--- src/rtl/mvu_pe_acc.sv ---
// -----------------------------------------------------------------------------
// mvu_pe_acc
//   Accumulation back end of an MVU processing element. Each beat carries SIMD
//   signed lane products. The lanes are reduced into one registered sum
//   (stage 1). That sum is then accumulated across SF synapse folds (stage 2).
//   One TA-bit result per output neuron leaves on a valid/ready stream.
//   out_v/out_rdy is the only backpressure point. A stalled output freezes
//   the whole pipeline through a single global enable.
//
// Ports
//   clk      in   clock
//   rst_n    in   asynchronous active-low reset
//   in_v     in   product vector valid
//   in_rdy   out  beat can be accepted (combinational from out_v/out_rdy)
//   in_prod  in   packed lane products, lane i = in_prod[i*TO +: TO]
//   out_v    out  result valid
//   out_rdy  in   downstream accepts result
//   out_d    out  accumulated result, wraps modulo 2^TA
// -----------------------------------------------------------------------------
module mvu_pe_acc #(
  parameter int SIMD = 2,
  parameter int TO   = 16,
  parameter int TA   = 32,
  parameter int SF   = 4
) (
  input  logic               clk,
  input  logic               rst_n,
  input  logic               in_v,
  output logic               in_rdy,
  input  logic [SIMD*TO-1:0] in_prod,
  output logic               out_v,
  input  logic               out_rdy,
  output logic [TA-1:0]      out_d
);

  localparam int CW = (SF > 1) ? $clog2(SF) : 1;
  localparam logic [CW-1:0] CNT_LAST = CW'(SF - 1);

  logic          en;
  logic          s1_v;
  logic [TA-1:0] s1_sum;
  logic [TA-1:0] lane_sum;
  logic [TA-1:0] acc;
  logic [TA-1:0] base;
  logic [TA-1:0] fold_sum;
  logic [CW-1:0] cnt;
  logic          fold_last;

  // The pipeline only stalls while a finished result waits on downstream.
  assign en     = !(out_v && !out_rdy);
  assign in_rdy = en;

  // Lane reduction. Each lane is sign-extended to TA bits before the add,
  // so negative products wrap correctly in the accumulator width.
  // NOTE: give every always_comb variable a default before any conditional
  // or loop update. Otherwise a missed path infers a latch.
  always_comb begin
    lane_sum = '0;
    for (int i = 0; i < SIMD; i++) begin
      lane_sum = lane_sum + TA'($signed(in_prod[i*TO +: TO]));
    end
  end

  // Fold 0 starts from zero instead of clearing acc on a separate edge.
  // The final fold therefore never needs to write acc back.
  assign base      = (cnt == '0) ? '0 : acc;
  assign fold_sum  = base + s1_sum;
  assign fold_last = (cnt == CNT_LAST);

  // Stage 1: registered lane sum. Bubbles clear s1_v and leave stage 2 alone.
  // NOTE: state registers use non-blocking assignments. All flops then sample
  // pre-edge values, whatever order the blocks evaluate in.
  always_ff @(posedge clk or negedge rst_n) begin
    if (!rst_n) begin
      s1_v   <= 1'b0;
      s1_sum <= '0;
    end else if (en) begin
      s1_v   <= in_v;
      s1_sum <= lane_sum;
    end
  end

  // Stage 2: fold accumulation and output register.
  // A result may transfer on the same edge a new one loads. The load wins,
  // so out_v is dropped only when nothing new is written.
  always_ff @(posedge clk or negedge rst_n) begin
    if (!rst_n) begin
      acc   <= '0;
      cnt   <= '0;
      out_v <= 1'b0;
      out_d <= '0;
    end else if (en) begin
      if (s1_v && fold_last) begin
        out_d <= fold_sum;
        out_v <= 1'b1;
        cnt   <= '0;
      end else begin
        if (s1_v) begin
          acc <= fold_sum;
          cnt <= cnt + CW'(1);
        end
        if (out_v && out_rdy) begin
          out_v <= 1'b0;
        end
      end
    end
  end

endmodule
--- config.mk ---
export PLATFORM = sky130hd
export DESIGN_NAME = mvu_pe_acc
export DESIGN_NICKNAME = d
export VERILOG_FILES = /design/src/rtl/mvu_pe_acc.sv
export SDC_FILE = /design/constraint.sdc
export NUM_CORES = 1
export LEC_CHECK = 0
export CORE_ASPECT_RATIO = 1.5
export CORE_MARGIN = 1
export CORE_UTILIZATION = 50
export DETAILED_ROUTE_END_ITERATION = 10
export GPL_TIMING_DRIVEN = 0
export HOLD_SLACK_MARGIN = 0.12
export PLACE_DENSITY_LB_ADDON = 0.3
export SETUP_SLACK_MARGIN = 0.4
export SLEW_MARGIN = 20
export SYNTH_ARGS = -nofsm -noshare
export SYNTH_HDL_FRONTEND = slang
export SYNTH_SLANG_ARGS = --single-unit
--- constraint.sdc ---
create_clock -name clk -period 4.07 [get_ports clk]
set_input_delay 0.6105 -clock clk [delete_from_list [all_inputs] [get_ports clk]]
set_output_delay 0.6105 -clock clk [all_outputs]
set_load 0.05 [all_outputs]
==> results_tabular.tex <==
\begin{tabular}{lr}
\hline
Metric & Value \\
\hline
\multicolumn{2}{l}{\textbf{Outcome}} \\
\quad Outcome & complete, no violations \\
\multicolumn{2}{l}{\textbf{Floorplan}} \\
\quad Die Ht & 134 µm \\
\quad Starting density of the core & 52.0\% \\
\quad Core Box Area & 0.0112 mm² \\
\quad Horizontal die dimension & 90.0 µm \\
\quad Top-level I/O count & 70 \\
\quad Total Die Area & 0.0121 mm² \\
\quad Site Rows & 47 \\
\multicolumn{2}{l}{\textbf{Logic synthesis}} \\
\quad Post-synth EDFFs & 0 \\
\quad Post-synthesis cell type count & 53 \\
\quad Most repeated cell in the gate-level netlist after synthesis & sky130\_fd\_sc\_hd\_\_nand2\_1 \\
\quad Post-synthesis cell type with the largest combined area & sky130\_fd\_sc\_hd\_\_dfrtp\_1 \\
\quad Number of warnings reported in the yosys synthesis log & 0 \\
\quad Cells after synthesis & 623 \\
\quad Area share of the largest cell type after synthesis & 36.6\% \\
\quad Number of register bits inferred by synthesis & 85 \\
\quad Post-synthesis net count & 710 \\
\quad Part of the Yosys area used for sequential elements & 36.6\% \\
\quad Fraction of registers with async set or reset after synthesis & 100\% \\
\quad Mean cell area of the mapped netlist & 9.33 µm² \\
\quad Biggest area contributors in the synthesized netlist & sky130\_fd\_sc\_hd\_\_dfrtp\_1, sky130\_fd\_sc\_hd\_\_ha\_1, sky130\_fd\_sc\_hd\_\_mux2\_2 \\
\quad Synthesized area & 0.00581 mm² \\
\quad Dominant register cell in the synthesized netlist & sky130\_fd\_sc\_hd\_\_dfrtp\_1 \\
\quad Commonest cells post-synth & sky130\_fd\_sc\_hd\_\_nand2\_1, sky130\_fd\_sc\_hd\_\_dfrtp\_1, sky130\_fd\_sc\_hd\_\_ha\_1, sky130\_fd\_sc\_hd\_\_a21oi\_1 \\
\multicolumn{2}{l}{\textbf{Clocking}} \\
\quad Clock slew at the register clock pins of the worst setup and hold paths & 0.06 ns \\
\quad Later-pin clock latency in the skew report & 0.34 ns \\
\quad Clk sink count & 85 \\
\quad CTS tree & built \\
\quad Clock buffers created by TritonCTS & 9 \\
\quad Hold-fix buffers, CTS & 0 \\
\quad Buffer type at the clock tree root & sky130\_fd\_sc\_hd\_\_clkbuf\_16 \\
\quad \# H-tree levels & 3 \\
\quad Clk buf depth & 2 \\
\multicolumn{2}{l}{\textbf{Global routing}} \\
\quad Vias in the first global route & 5039 \\
\quad Met1 usage in global routing & 24.1\% \\
\quad Global-route wire length before repair & 22800 µm \\
\quad Top Usage Layer GRT & met2 \\
\quad Grt met3 use & 3.91\% \\
\quad Initial antenna violation count & 0 \\
\quad Grt met2 use & 46.3\% \\
\quad Total overflow reported by the global router & 0 \\
\quad Maximum number of pins on one net before global-route repair & 46 \\
\quad GRT Resource Usage Total & 23.7\% \\
\multicolumn{2}{l}{\textbf{Routing}} \\
\quad DRC violations left & 0 \\
\quad First-iteration detailed-routing DRC count & 186 \\
\quad Routed via count divided by cell count & 5.67 \\
\quad Vias after detailed routing & 4859 \\
\quad Number of nets with antenna violations after detailed routing & 0 \\
\quad DRT Wirelength & 13500 µm \\
\quad Routed wire per std cell & 15.7 µm \\
\quad DR pass1 iterations & 4 \\
\multicolumn{2}{l}{\textbf{Critical path}} \\
\quad Startpoint Class & flop \\
\quad Maximum fanout along the worst path & 10 \\
\quad Critical path's largest stage delay & 0.42 ns \\
\quad Number of buffers and inverters on the critical path & 2 \\
\quad Critical-path top delay cell & sky130\_fd\_sc\_hd\_\_a221o\_1 \\
\quad Kind of cell adding the most delay to the critical path & compound AO/OA/AOI/OAI gates \\
\quad Reg2reg path depth & 14 \\
\quad Element type at the critical path end & flop \\
\quad Cell breakdown of the critical path & inv\_1, ha\_4, clkbuf\_8, nor2b\_1, ha\_1, fa\_2, a21oi\_2, o22ai\_1, o31ai\_2, or4\_4, nand4\_1, a221o\_1, xor2\_1, mux2\_2 \\
\quad Critical Path AT & 3.75 ns \\
\quad Start-to-end type of the worst setup path & reg2reg \\
\quad Critical Path Stages & 14 \\
\quad Endpoint required time on the critical path & 4.30 ns \\
\multicolumn{2}{l}{\textbf{Timing}} \\
\quad Period minus WS final & 3.52 ns \\
\quad Setup repair after global routing missed its margin & no \\
\quad Slew headroom & 31.4\% \\
\quad Final Skew & 0.00613 ns \\
\quad Final Setup Violations & 0 \\
\quad Fmax achieved & 0.284 GHz \\
\quad Final Hold Violating Endpoints & 0 \\
\quad Max Slew Vio Count & 0 \\
\quad Worst Tran Pin Value & 1.02 ns \\
\quad Hold Slack & 0.254 ns \\
\quad Post-route clock period utilization & 86.5\% \\
\multicolumn{2}{l}{\textbf{Final layout}} \\
\quad Ratio of cells with drive above 1 in the final layout & 11.7\% \\
\quad Signed area change from the synthesized netlist to the final layout & 20.9\% \\
\quad \# nets final & 792 \\
\quad Antenna diode count & 0 \\
\multicolumn{2}{l}{\textbf{Worst hold path}} \\
\quad Hold Crit Class & in2async \\
\multicolumn{2}{l}{\textbf{Placed design}} \\
\quad Post-detailed-placement half-perimeter wirelength & 10400 µm \\
\quad Number of port buffers & 69 \\
\quad Final estimated routing congestion in global placement & 0.913 \\
\multicolumn{2}{l}{\textbf{Job}} \\
\quad Max-capacitance violation count & 0 \\
\hline
\end{tabular}
-- through the flow --
stage	cell area (µm²)	setup TNS, ns	cells	utilization, %	setup WS, ns
global route	7030	0	857	62.9	0.426
detailed placement	6700	0	840	60.0	0.0305
floorplan	5810	0	623	-	0.732
global placement	6690	-47.01	839	59.8	-0.558
CTS	7000	0	857	62.7	0.422
finish	7030	0	857	62.9	0.548
-- cell usage in the layout (no fill, tap or decap), types with 8 or more instances in the layout --
cell type	n
sky130_fd_sc_hd__xor2_1	20
sky130_fd_sc_hd__ha_1	48
sky130_fd_sc_hd__clkbuf_16	9
sky130_fd_sc_hd__clkdlybuf4s50_1	68
sky130_fd_sc_hd__inv_1	15
sky130_fd_sc_hd__xnor2_1	22
sky130_fd_sc_hd__nor2b_1	38
sky130_fd_sc_hd__nor2_1	29
sky130_fd_sc_hd__o21ai_0	38
sky130_fd_sc_hd__clkbuf_1	12
sky130_fd_sc_hd__nand3_1	11
sky130_fd_sc_hd__a21oi_1	47
sky130_fd_sc_hd__nand2_1	96
sky130_fd_sc_hd__a21o_1	20
sky130_fd_sc_hd__dfrtp_1	85
sky130_fd_sc_hd__o21bai_1	8
sky130_fd_sc_hd__mux2_2	35
-- per-layer routing --
metal,up-vias,wire length [µm]
li1,2362,-
met1,2338,5190
met2,121,7450
met3,38,382
met4,0,441
met5,-,0
-- what timing repair did --
action | CTS | global route
setup endpoints to repair | 12 | 5
setup buffers | 1 | 0
resized for setup | 5 | 8
pin swaps | 1 | 4
-- worst paths after layout --
check | startpoint | end | slack [ns]
worst min register to register | acc[0] | acc[0] | 0.47
worst max-delay path | cnt[0] | acc[28] | 0.55
min in group clk | acc[0] | acc[0] | 0.47
worst min-delay path | rst_n | out_d[18] | 0.25
worst max register to register | cnt[0] | acc[28] | 0.55
max in group asynchronous | rst_n | acc[1] | 3.21
-- flip-flops by register name, indices dropped and copies added (netlist names) --
| signal | cells |
|---|---|
| out_v | 1 |
| acc | 32 |
| s1_sum | 17 |
| s1_v | 1 |
| out_d | 32 |
| cnt | 2 |
-- cells by family after synthesis --
group	count (synthesis)	synth area share, %
adders and majority gates	51	11.2
buffers and inverters	39	3.25
xor gates and xnor gates	43	6.72
AOI/OAI and AO/OA	163	17.9
and+or+nand+nor	200	16.3
DFF	85	36.6
muxes	42	8.07
-- worst register-to-register path: cells and delay by family, from the launching register on --
kind | cells | cell delay [ns]
AOI/OAI and AO/OA | 4 | 1.08
adders and majority gates | 3 | 0.78
muxes | 1 | 0.27
buffers and inverters | 2 | 0.28
DFF | 1 | 0.40
and+or+nand+nor | 3 | 0.44
xor gates and xnor gates | 1 | 0.16
-- layout make-up --
class,instances,area (µm²)
inverters,15,56.3
well taps,147,184
flip-flops and latches,85,2130
repair buffers,71,716
plain buffers,24,150
multi-input cells,499,3510
clock buffers,13,260
fillers,950,4150
clock inverters,3,18.8
Power is left out: the tool's default activity adds up to more than one toggle a clock period on the data nets, which glitch-free logic cannot reach.
